## src/rtl/slc_cfg_pkg.sv

```systemverilog
// Shared types and constants for the AP3 super logic cell config loader.
// Control-byte bit positions match the logic cell parameter mapping.
package slc_cfg_pkg;

  typedef enum logic [1:0] {
    HUNT,
    PAYLOAD,
    CHECK,
    COMMIT
  } cfg_state_e;

  localparam logic [7:0] SYNC_DEFAULT = 8'hA5;

  localparam int LUT_W        = 16;
  localparam int SEL_W        = 2;
  localparam int BYTES_PER_LC = 3;

  localparam int MODE_LSB = 0;
  localparam int QDI_LSB  = 2;
  localparam int BQZ_LSB  = 4;
  localparam int CQZ_LSB  = 6;

endpackage

```

## src/rtl/slc_config_loader_if.sv

```systemverilog
// Byte-wide configuration stream with valid/ready handshake and abort.
// Master drives bytes; the loader is the slave.
interface slc_config_loader_if;

  logic [7:0] DI;
  logic       DI_VLD;
  logic       DI_RDY;
  logic       CFG_ABORT;

  modport master (
    output DI,
    output DI_VLD,
    output CFG_ABORT,
    input  DI_RDY
  );

  modport slave (
    input  DI,
    input  DI_VLD,
    input  CFG_ABORT,
    output DI_RDY
  );

endinterface

```

## src/rtl/slc_cfg_watchdog.sv

```systemverilog
// Idle-cycle counter; expired holds once TIMEOUT idle cycles are seen.
// Saturates so a late clear is never missed.
module slc_cfg_watchdog #(
  parameter int TIMEOUT = 255
) (
  input  logic clk,
  input  logic rst_n,
  input  logic clr,
  input  logic en,
  output logic expired
);

  localparam int CW = $clog2(TIMEOUT + 1);

  logic [CW-1:0] cnt;

  assign expired = (cnt == CW'(TIMEOUT));

  // Count idle cycles, clear on any transfer or outside a frame
  always_ff @(posedge clk or negedge rst_n) begin
    if (!rst_n) begin
      cnt <= '0;
    end else if (clr) begin
      cnt <= '0;
    end else if (en && !expired) begin
      cnt <= cnt + 1'b1;
    end
  end

endmodule

```

## src/rtl/slc_config_loader.sv

```systemverilog
// Frame parser with shadow/active config registers for NUM_LC cells.
// Outputs change only on a verified commit, never mid-frame.
module slc_config_loader
  import slc_cfg_pkg::*;
#(
  parameter int         NUM_LC    = 8,
  parameter logic [7:0] SYNC_BYTE = SYNC_DEFAULT,
  parameter int         TIMEOUT   = 255
) (
  input  logic                      QCK,
  input  logic                      QRT,
  slc_config_loader_if.slave        bus,
  output logic [LUT_W*NUM_LC-1:0]   LC_LUT,
  output logic [SEL_W*NUM_LC-1:0]   LC_MODE,
  output logic [SEL_W*NUM_LC-1:0]   LC_QDI_MUX,
  output logic [SEL_W*NUM_LC-1:0]   LC_BQZ_MUX,
  output logic [SEL_W*NUM_LC-1:0]   LC_CQZ_MUX,
  output logic                      CFG_VALID,
  output logic                      DONE,
  output logic                      ERR
);

  localparam int NB   = BYTES_PER_LC * NUM_LC;
  localparam int IW   = $clog2(NB);
  localparam int LAST = NB - 1;

  cfg_state_e    state, state_n;
  logic          rdy_en;
  logic          xfer;
  logic          in_frame;
  logic          expired;
  logic          stop;
  logic          err_n;
  logic          wr;
  logic          commit;
  logic [IW-1:0] idx;
  logic [7:0]    acc;
  logic [7:0]    sh [NB];

  assign in_frame   = (state == PAYLOAD) || (state == CHECK);
  assign bus.DI_RDY = rdy_en && (state != COMMIT);
  assign xfer       = bus.DI_VLD && bus.DI_RDY;
  assign stop       = bus.CFG_ABORT || expired;

  slc_cfg_watchdog #(
    .TIMEOUT (TIMEOUT)
  ) u_wdog (
    .clk     (QCK),
    .rst_n   (QRT),
    .clr     (xfer || !in_frame),
    .en      (in_frame),
    .expired (expired)
  );

  // Hold off ready for the first cycle out of reset
  always_ff @(posedge QCK or negedge QRT) begin
    if (!QRT) rdy_en <= 1'b0;
    else      rdy_en <= 1'b1;
  end

  // State register
  always_ff @(posedge QCK or negedge QRT) begin
    if (!QRT) state <= HUNT;
    else      state <= state_n;
  end

  // Next state; abort/timeout take priority over a same-edge byte
  always_comb begin
    state_n = state;
    err_n   = 1'b0;
    wr      = 1'b0;
    commit  = 1'b0;
    unique case (state)
      HUNT: begin
        if (xfer && bus.DI == SYNC_BYTE) state_n = PAYLOAD;
      end
      PAYLOAD: begin
        if (stop) begin
          state_n = HUNT;
          err_n   = 1'b1;
        end else if (xfer) begin
          wr = 1'b1;
          if (idx == IW'(LAST)) state_n = CHECK;
        end
      end
      CHECK: begin
        if (stop) begin
          state_n = HUNT;
          err_n   = 1'b1;
        end else if (xfer) begin
          if (bus.DI == acc) begin
            state_n = COMMIT;
          end else begin
            state_n = HUNT;
            err_n   = 1'b1;
          end
        end
      end
      COMMIT: begin
        commit  = 1'b1;
        state_n = HUNT;
      end
      default: state_n = HUNT;
    endcase
  end

  // Shadow capture, index and running checksum
  always_ff @(posedge QCK or negedge QRT) begin
    if (!QRT) begin
      idx <= '0;
      acc <= '0;
      for (int i = 0; i < NB; i++) sh[i] <= '0;
    end else if (state == HUNT) begin
      idx <= '0;
      acc <= '0;
    end else if (wr) begin
      sh[idx] <= bus.DI;
      acc     <= acc ^ bus.DI;
      idx     <= idx + 1'b1;
    end
  end

  // Active config and status pulses
  always_ff @(posedge QCK or negedge QRT) begin
    if (!QRT) begin
      LC_LUT     <= '0;
      LC_MODE    <= '0;
      LC_QDI_MUX <= '0;
      LC_BQZ_MUX <= '0;
      LC_CQZ_MUX <= '0;
      CFG_VALID  <= 1'b0;
      DONE       <= 1'b0;
      ERR        <= 1'b0;
    end else begin
      DONE <= commit;
      ERR  <= err_n;
      if (commit) begin
        CFG_VALID <= 1'b1;
        for (int i = 0; i < NUM_LC; i++) begin
          LC_LUT[LUT_W*i +: LUT_W] <=
            {sh[BYTES_PER_LC*i+1], sh[BYTES_PER_LC*i]};
          LC_MODE[SEL_W*i +: SEL_W] <=
            sh[BYTES_PER_LC*i+2][MODE_LSB +: SEL_W];
          LC_QDI_MUX[SEL_W*i +: SEL_W] <=
            sh[BYTES_PER_LC*i+2][QDI_LSB +: SEL_W];
          LC_BQZ_MUX[SEL_W*i +: SEL_W] <=
            sh[BYTES_PER_LC*i+2][BQZ_LSB +: SEL_W];
          LC_CQZ_MUX[SEL_W*i +: SEL_W] <=
            sh[BYTES_PER_LC*i+2][CQZ_LSB +: SEL_W];
        end
      end
    end
  end

endmodule

```

## src/flat_wrapper.sv

```systemverilog
// flat-port wrapper written by rule: the top's interface ports become plain ports
module slc_config_loader_flat import slc_cfg_pkg::*;
#(
  parameter int         NUM_LC    = 8,
  parameter logic [7:0] SYNC_BYTE = SYNC_DEFAULT,
  parameter int         TIMEOUT   = 255
)
  (QCK, QRT, LC_LUT, LC_MODE, LC_QDI_MUX, LC_BQZ_MUX, LC_CQZ_MUX, CFG_VALID, DONE, ERR, bus_DI, bus_DI_VLD, bus_CFG_ABORT, bus_DI_RDY);
  slc_config_loader_if bus_i ();
  input  logic QCK;
  input  logic QRT;
  output logic [LUT_W*NUM_LC-1:0] LC_LUT;
  output logic [SEL_W*NUM_LC-1:0] LC_MODE;
  output logic [SEL_W*NUM_LC-1:0] LC_QDI_MUX;
  output logic [SEL_W*NUM_LC-1:0] LC_BQZ_MUX;
  output logic [SEL_W*NUM_LC-1:0] LC_CQZ_MUX;
  output logic CFG_VALID;
  output logic DONE;
  output logic ERR;
  input wire logic [$bits(bus_i.DI)-1:0] bus_DI;
  input wire logic [$bits(bus_i.DI_VLD)-1:0] bus_DI_VLD;
  input wire logic [$bits(bus_i.CFG_ABORT)-1:0] bus_CFG_ABORT;
  output wire logic [$bits(bus_i.DI_RDY)-1:0] bus_DI_RDY;
  assign bus_i.DI = bus_DI;
  assign bus_i.DI_VLD = bus_DI_VLD;
  assign bus_i.CFG_ABORT = bus_CFG_ABORT;
  assign bus_DI_RDY = bus_i.DI_RDY;
  slc_config_loader #(.NUM_LC(NUM_LC), .SYNC_BYTE(SYNC_BYTE), .TIMEOUT(TIMEOUT)) u_core (.QCK(QCK), .QRT(QRT), .bus(bus_i), .LC_LUT(LC_LUT), .LC_MODE(LC_MODE), .LC_QDI_MUX(LC_QDI_MUX), .LC_BQZ_MUX(LC_BQZ_MUX), .LC_CQZ_MUX(LC_CQZ_MUX), .CFG_VALID(CFG_VALID), .DONE(DONE), .ERR(ERR));
endmodule
```

## config.mk

```make
export PLATFORM = sky130hd
export DESIGN_NAME = slc_config_loader_flat
export DESIGN_NICKNAME = d
export VERILOG_FILES = /design/src/rtl/slc_cfg_pkg.sv /design/src/rtl/slc_config_loader_if.sv /design/src/rtl/slc_cfg_watchdog.sv /design/src/rtl/slc_config_loader.sv /design/src/flat_wrapper.sv
export SDC_FILE = /design/constraint.sdc
export NUM_CORES = 1
export LEC_CHECK = 0
export ABC_AREA = 1
export CELL_PAD_IN_SITES_DETAIL_PLACEMENT = 0
export CELL_PAD_IN_SITES_GLOBAL_PLACEMENT = 2
export CORE_ASPECT_RATIO = 1.1
export CORE_MARGIN = 2
export CORE_UTILIZATION = 36
export CTS_CLUSTER_SIZE = 28
export DETAILED_ROUTE_END_ITERATION = 8
export GPL_ROUTABILITY_DRIVEN = 0
export PLACE_DENSITY = 0.82
export SKIP_CTS_REPAIR_TIMING = 1
export SYNTH_ARGS = -nofsm -noshare
export SYNTH_HDL_FRONTEND = slang
export SYNTH_SLANG_ARGS = --single-unit
```

## constraint.sdc

```tcl
create_clock -name QCK -period 2.8 [get_ports QCK]
set_input_delay 0.28 -clock QCK [delete_from_list [all_inputs] [get_ports QCK]]
set_output_delay 0.28 -clock QCK [all_outputs]
set_load 0.1 [all_outputs]
```

# ---- Word-level counts from Yosys, hierarchy flattened
# Cells that the tools add are included.
dict set report op_classes {
  n_mux 26
  n_eq_ne 12
  add_sub_neg 2
  order_cmp 2
  bitwise_logic 3
  reduce_logical 15
}
# operator n
set ops {}
lappend ops {{bitwise mux 192 bit} 1}
lappend ops {{demux 8 bit (select 5 bit)} 1}
lappend ops {{2-to-1 mux 8 bit} 5}
lappend ops {{equality test 8 bit (second input constant)} 2}
lappend ops {{2-to-1 mux 2 bit} 7}
lappend ops {{2-to-1 mux 5 bit} 2}
lappend ops {{adder 8 x 1 -> 8 bit (second input constant)} 1}
lappend ops {{equality test 8 bit} 1}
lappend ops {{2-to-1 mux 1 bit} 8}
lappend ops {{one-hot mux 2 bit (4 select lines)} 1}
lappend ops {{XOR 8 bit} 1}
lappend ops {{greater-or-equal comparator 6 bit (second input constant)} 1}
lappend ops {{< comparator 6 x 1 -> 1 bit (second input constant)} 1}
lappend ops {{inequality test 3 x 1 -> 1 bit (second input constant)} 2}
lappend ops {{NOT 5 -> 6 bit} 1}
lappend ops {{adder 5 x 1 -> 5 bit (second input constant)} 1}
lappend ops {{equality test 5 bit (second input constant)} 1}
lappend ops {{logical AND 1 bit} 5}
lappend ops {{equality test 2 bit (second input constant)} 2}
lappend ops {{AND reduction 4 bit} 1}
lappend ops {{nonzero test 2 bit} 2}
lappend ops {{logical OR 1 bit} 3}
lappend ops {{inequality test 3 x 2 -> 1 bit (second input constant)} 1}
lappend ops {{equality test 2 x 1 -> 1 bit (second input constant)} 1}
lappend ops {{7 further kinds} 8}
dict set report word_totals {
  register_bits 411
  input_bits 12
  elab_cells 97
}

# ---- Logic depth before layout (Yosys ltp)
dict set report depth {
  word_depth 8
  depth_mapped 11
  ltp_nobuf 11
}

# ---- Modules after synthesis
# A second synthesis with hierarchy kept.
dict set report unflattened {
  cells_unflattened 1680
  area_unflattened_um2 15959.1
}
# module cells_per_inst area_each_um2 instances
set by_module_without_submodules {}
lappend by_module_without_submodules {slc_config_loader 1610 15451.1 1}
lappend by_module_without_submodules {slc_cfg_watchdog 70 508.0 1}

# ---- Worst setup path after synthesis
# No wires, ideal clock.
dict set report synth_timing {
  path_kind {reg-to-output}
  startpoint {register u_core.state[0]}
  endpoint {output bus_DI_RDY}
  required_time_ns 2.520
  path_stages_with_launch 8
  t_arrival_ns 2.015
  path_slack_ns 0.505
  cell_sequence {dfrtp_1 -> ha_1 -> buf_2 -> inv_2 -> clkbuf_1 -> clkbuf_1 -> nand2_1 -> inv_1}
}
dict set report synth_between {
  elab_chain_len 2
}
# element line_no
set synth_lines {}
lappend synth_lines {{from (decl)} slc_config_loader.sv:27} ;# cfg_state_e state, state_n;
lappend synth_lines {{from (signal assigned)} slc_config_loader.sv:64} ;# else state <= state_n;
lappend synth_lines {{inequality test 2 bit} slc_config_loader.sv:41} ;# assign bus.DI_RDY = rdy_en && (state != COMMIT);
lappend synth_lines {{logical AND 1 bit} slc_config_loader.sv:41}
lappend synth_lines {{to (decl)} flat_wrapper.sv:23} ;# output wire logic [$bits(bus_i.DI_RDY)-1:0] bus_DI_RDY;
# No other way between the ends.

# ---- Worst setup path in the final report
# Same ends and word-level chain as after synthesis.

==> flow_summary.toml <==
[detailed_routing]
post_drt_wl_per_cell_um = 17.24
vias = 12947
drcViolationCount = 0
drt_wl_total_mm = 47.13
via_per_inst = 4.736
drt_first_iter_violations = 748
dr.pass1.iters = 5
final_antenna_net_count = 0

[die]
start_util = 0.3627
die_y_um = 228.2
num_rows = 82
die_x_um = 207.8
ios = 208
core_area_um2 = 45350
die_area_um2 = 47420

[global_route]
grt_pass1_wl_mm = 75.27
grt_pass1_vias = 13206
grt_overflow_total = 0
globalRouteTotalUtil = 0.1998
grt_max_degree = 195
antenna_found_initial = 0

[yosys]
syn-cell-area_um2 = 16450
syn-instance-count = 1913
synth_edf_count = 0
ys_top_cells_by_area = "dfrtp_1 63%, nand2_1 22%, nand3_1 5.0%, nor2_1 2.5%, clkbuf_1 1.7%"
ys_types = 30
ys_seq_area_frac = 0.6252
ys_warn_count = 0
netlist.area_leader.share = 0.6252
synthTopCellsByCount = "980 x nand2_1, 411 x dfrtp_1, 164 x nand3_1"
synth_ff_type = "dfrtp_1"
synth.most_common_cell = "nand2_1"
syn_avg_cell_area_um2 = 8.599
syn_nets = 1934
synthArstFlopShare = 1.000
synth_top_cell_by_area = "dfrtp_1"
ys_ff_latch = 411

[worst_setup_path]
path_class = "reg2out"
rr_worst_depth = 7
crit_fanout = 193
worstPathArrival_ns = 2.28
reg2reg_slack_ns = 0.33
crit_path_end_kind = "output port"
r2r_start = "u_core.state[0]"
regToRegEndpoint = "u_core.sh[187]"
start_kind = "flop"
cp.required_ns = 2.52

[clock_network]
clock-sinks = 411
cts_tree = "done"
cts_made_buffers = 45
clock_latency_ns = 0.57
cts.clk_slew.worst_paths_ns = 0.06
root_buffer = "clkbuf_16"
htree_levels = 2
clockBufferDepth = 3

[finish]
drive_gt1_frac = 0.1659
area_growth_pct = 23.59
diodes = 0
fin_nets = 2133
finalInstanceArea_um2 = 20330

[timing]
hold_viol_final = 0
slew_headroom = 0.3830
fin_crit_ns = 2.561
setup_viol = 0
max_clock_freq_ghz = 0.3904
finClkSkew_ns = 0.01819
fin_tns_setup_ns = 0
rsz0062_at_grt = "no"
tightest_slew_ns = 0.9255
finalMaxSlewViolations = 0
period_share = 0.9148

[placement]
dpl.hpwl_mm = 30.18
postPlaceCellArea_um2 = 18780
portBuffers = 207

[hold_path]
hold_start = "bus_DI[6]"
hold_class = "in2reg"
hold_end = "u_core.acc[6]"
hold_path_depth = 4

[job]
cap_violations = 0

[power]
cellPowerDensity_nw_per_um2 = 767.7
ir_drop_mv = 1.050
p_leak_nw = 11.40

[run_status]
status = "finished, final reports clean"
==> layer usage <==
metal	routed length (um)	track usage
met1	21870	0.2822
met2	22230	0.3210
met3	2154	0.03593
met4	869	0.04610
met5	0	0
==> registers in the layout (all words and copies together), names as in the netlist, 8 cells and up <==
signal,count
u_core.LC_BQZ_MUX,16
u_core.LC_CQZ_MUX,16
u_core.LC_LUT,128
u_core.LC_MODE,16
u_core.LC_QDI_MUX,16
u_core.acc,8
u_core.sh,192
u_core.u_wdog.cnt,8
==> area by class of cell <==
cell class	count	area [um2]
inverter	44	170.2
timing repair buffer	255	2004
tap	588	735.7
fill	4551	25020
clock buffer	65	1341
clock inverter	16	187.7
sequential	411	10280
multi-input combinational	1355	5605
==> worst max-delay path, cell delays in order, from the launching register on <==
cell	delay [ns]
dfrtp_1	0.45
ha_4	0.22
inv_6	0.07
buf_16	0.56
nand2_1	0.10
inv_1	0.14
buf_12	0.18
==> stage by stage <==
step | utilization | hold slack (ns) | total power (W) | cells | worst slack, ns
2_1_floorplan | - | -0.01559 | 0.008712 | 1913 | 0.5049
5_1_grt | 0.4483 | 0.1264 | 0.01630 | 2734 | 0.05471
3_3_place_gp | 0.4142 | 0.3809 | 0.009616 | 2652 | 0.3532
4_1_cts | 0.4479 | -0.2222 | 0.01583 | 2733 | 0.09288
6_report | 0.4483 | 0.1253 | 0.01561 | 2734 | 0.2385
3_5_place_dp | 0.4142 | 0.3883 | 0.009632 | 2652 | 0.3318
==> placed cells by master (no fill, tap or decap), drive strengths merged, types with 2 or more instances in the layout <==
cell type	n
ha	9
nor2	122
inv	46
a21oi	5
a31oi	2
bufinv	4
dfrtp	411
nand3	165
clkinv	10
buf	252
nand2	983
o21ai	15
clkbuf	65
nor3	45
nand4	2
clkdlybuf4s50	2
==> worst max path at each step <==
stage	startpoint	endpoint	depth (start not counted)
2_1_floorplan	u_core.state[0]	bus_DI_RDY	7
3_3_place_gp	u_core.state[0]	u_core.sh[189]	7
3_5_place_dp	bus_DI_VLD	u_core.sh[4]	9
4_1_cts	u_core.state[0]	bus_DI_RDY	6
5_1_grt	u_core.state[0]	bus_DI_RDY	6
6_report	u_core.state[0]	bus_DI_RDY	6
==> logic make-up (layout without fill, tap and decap cells) <==
family,after synthesis,in the layout,share of synthesized area
AND/OR/NAND/NOR,1318,1318,0.3224
other,1,1,0.0002280
AO/OA/AOI/OAI,25,25,0.008291
adder cells (fa/ha/maj),9,9,0.006846
flip-flops,411,411,0.6252
XOR/XNOR,2,2,0.001065
buffers and inverters,147,380,0.03590
==> report_power, final <==
part	switching (W)	internal (W)	leakage (nW)
Clock	0.00243	0.00369	0.767
Combinational	0.00246	0.000578	4.93
Sequential	0.000209	0.00624	5.70
Total	0.00510	0.0105	11.4
Power figures use the tool's default switching activity.
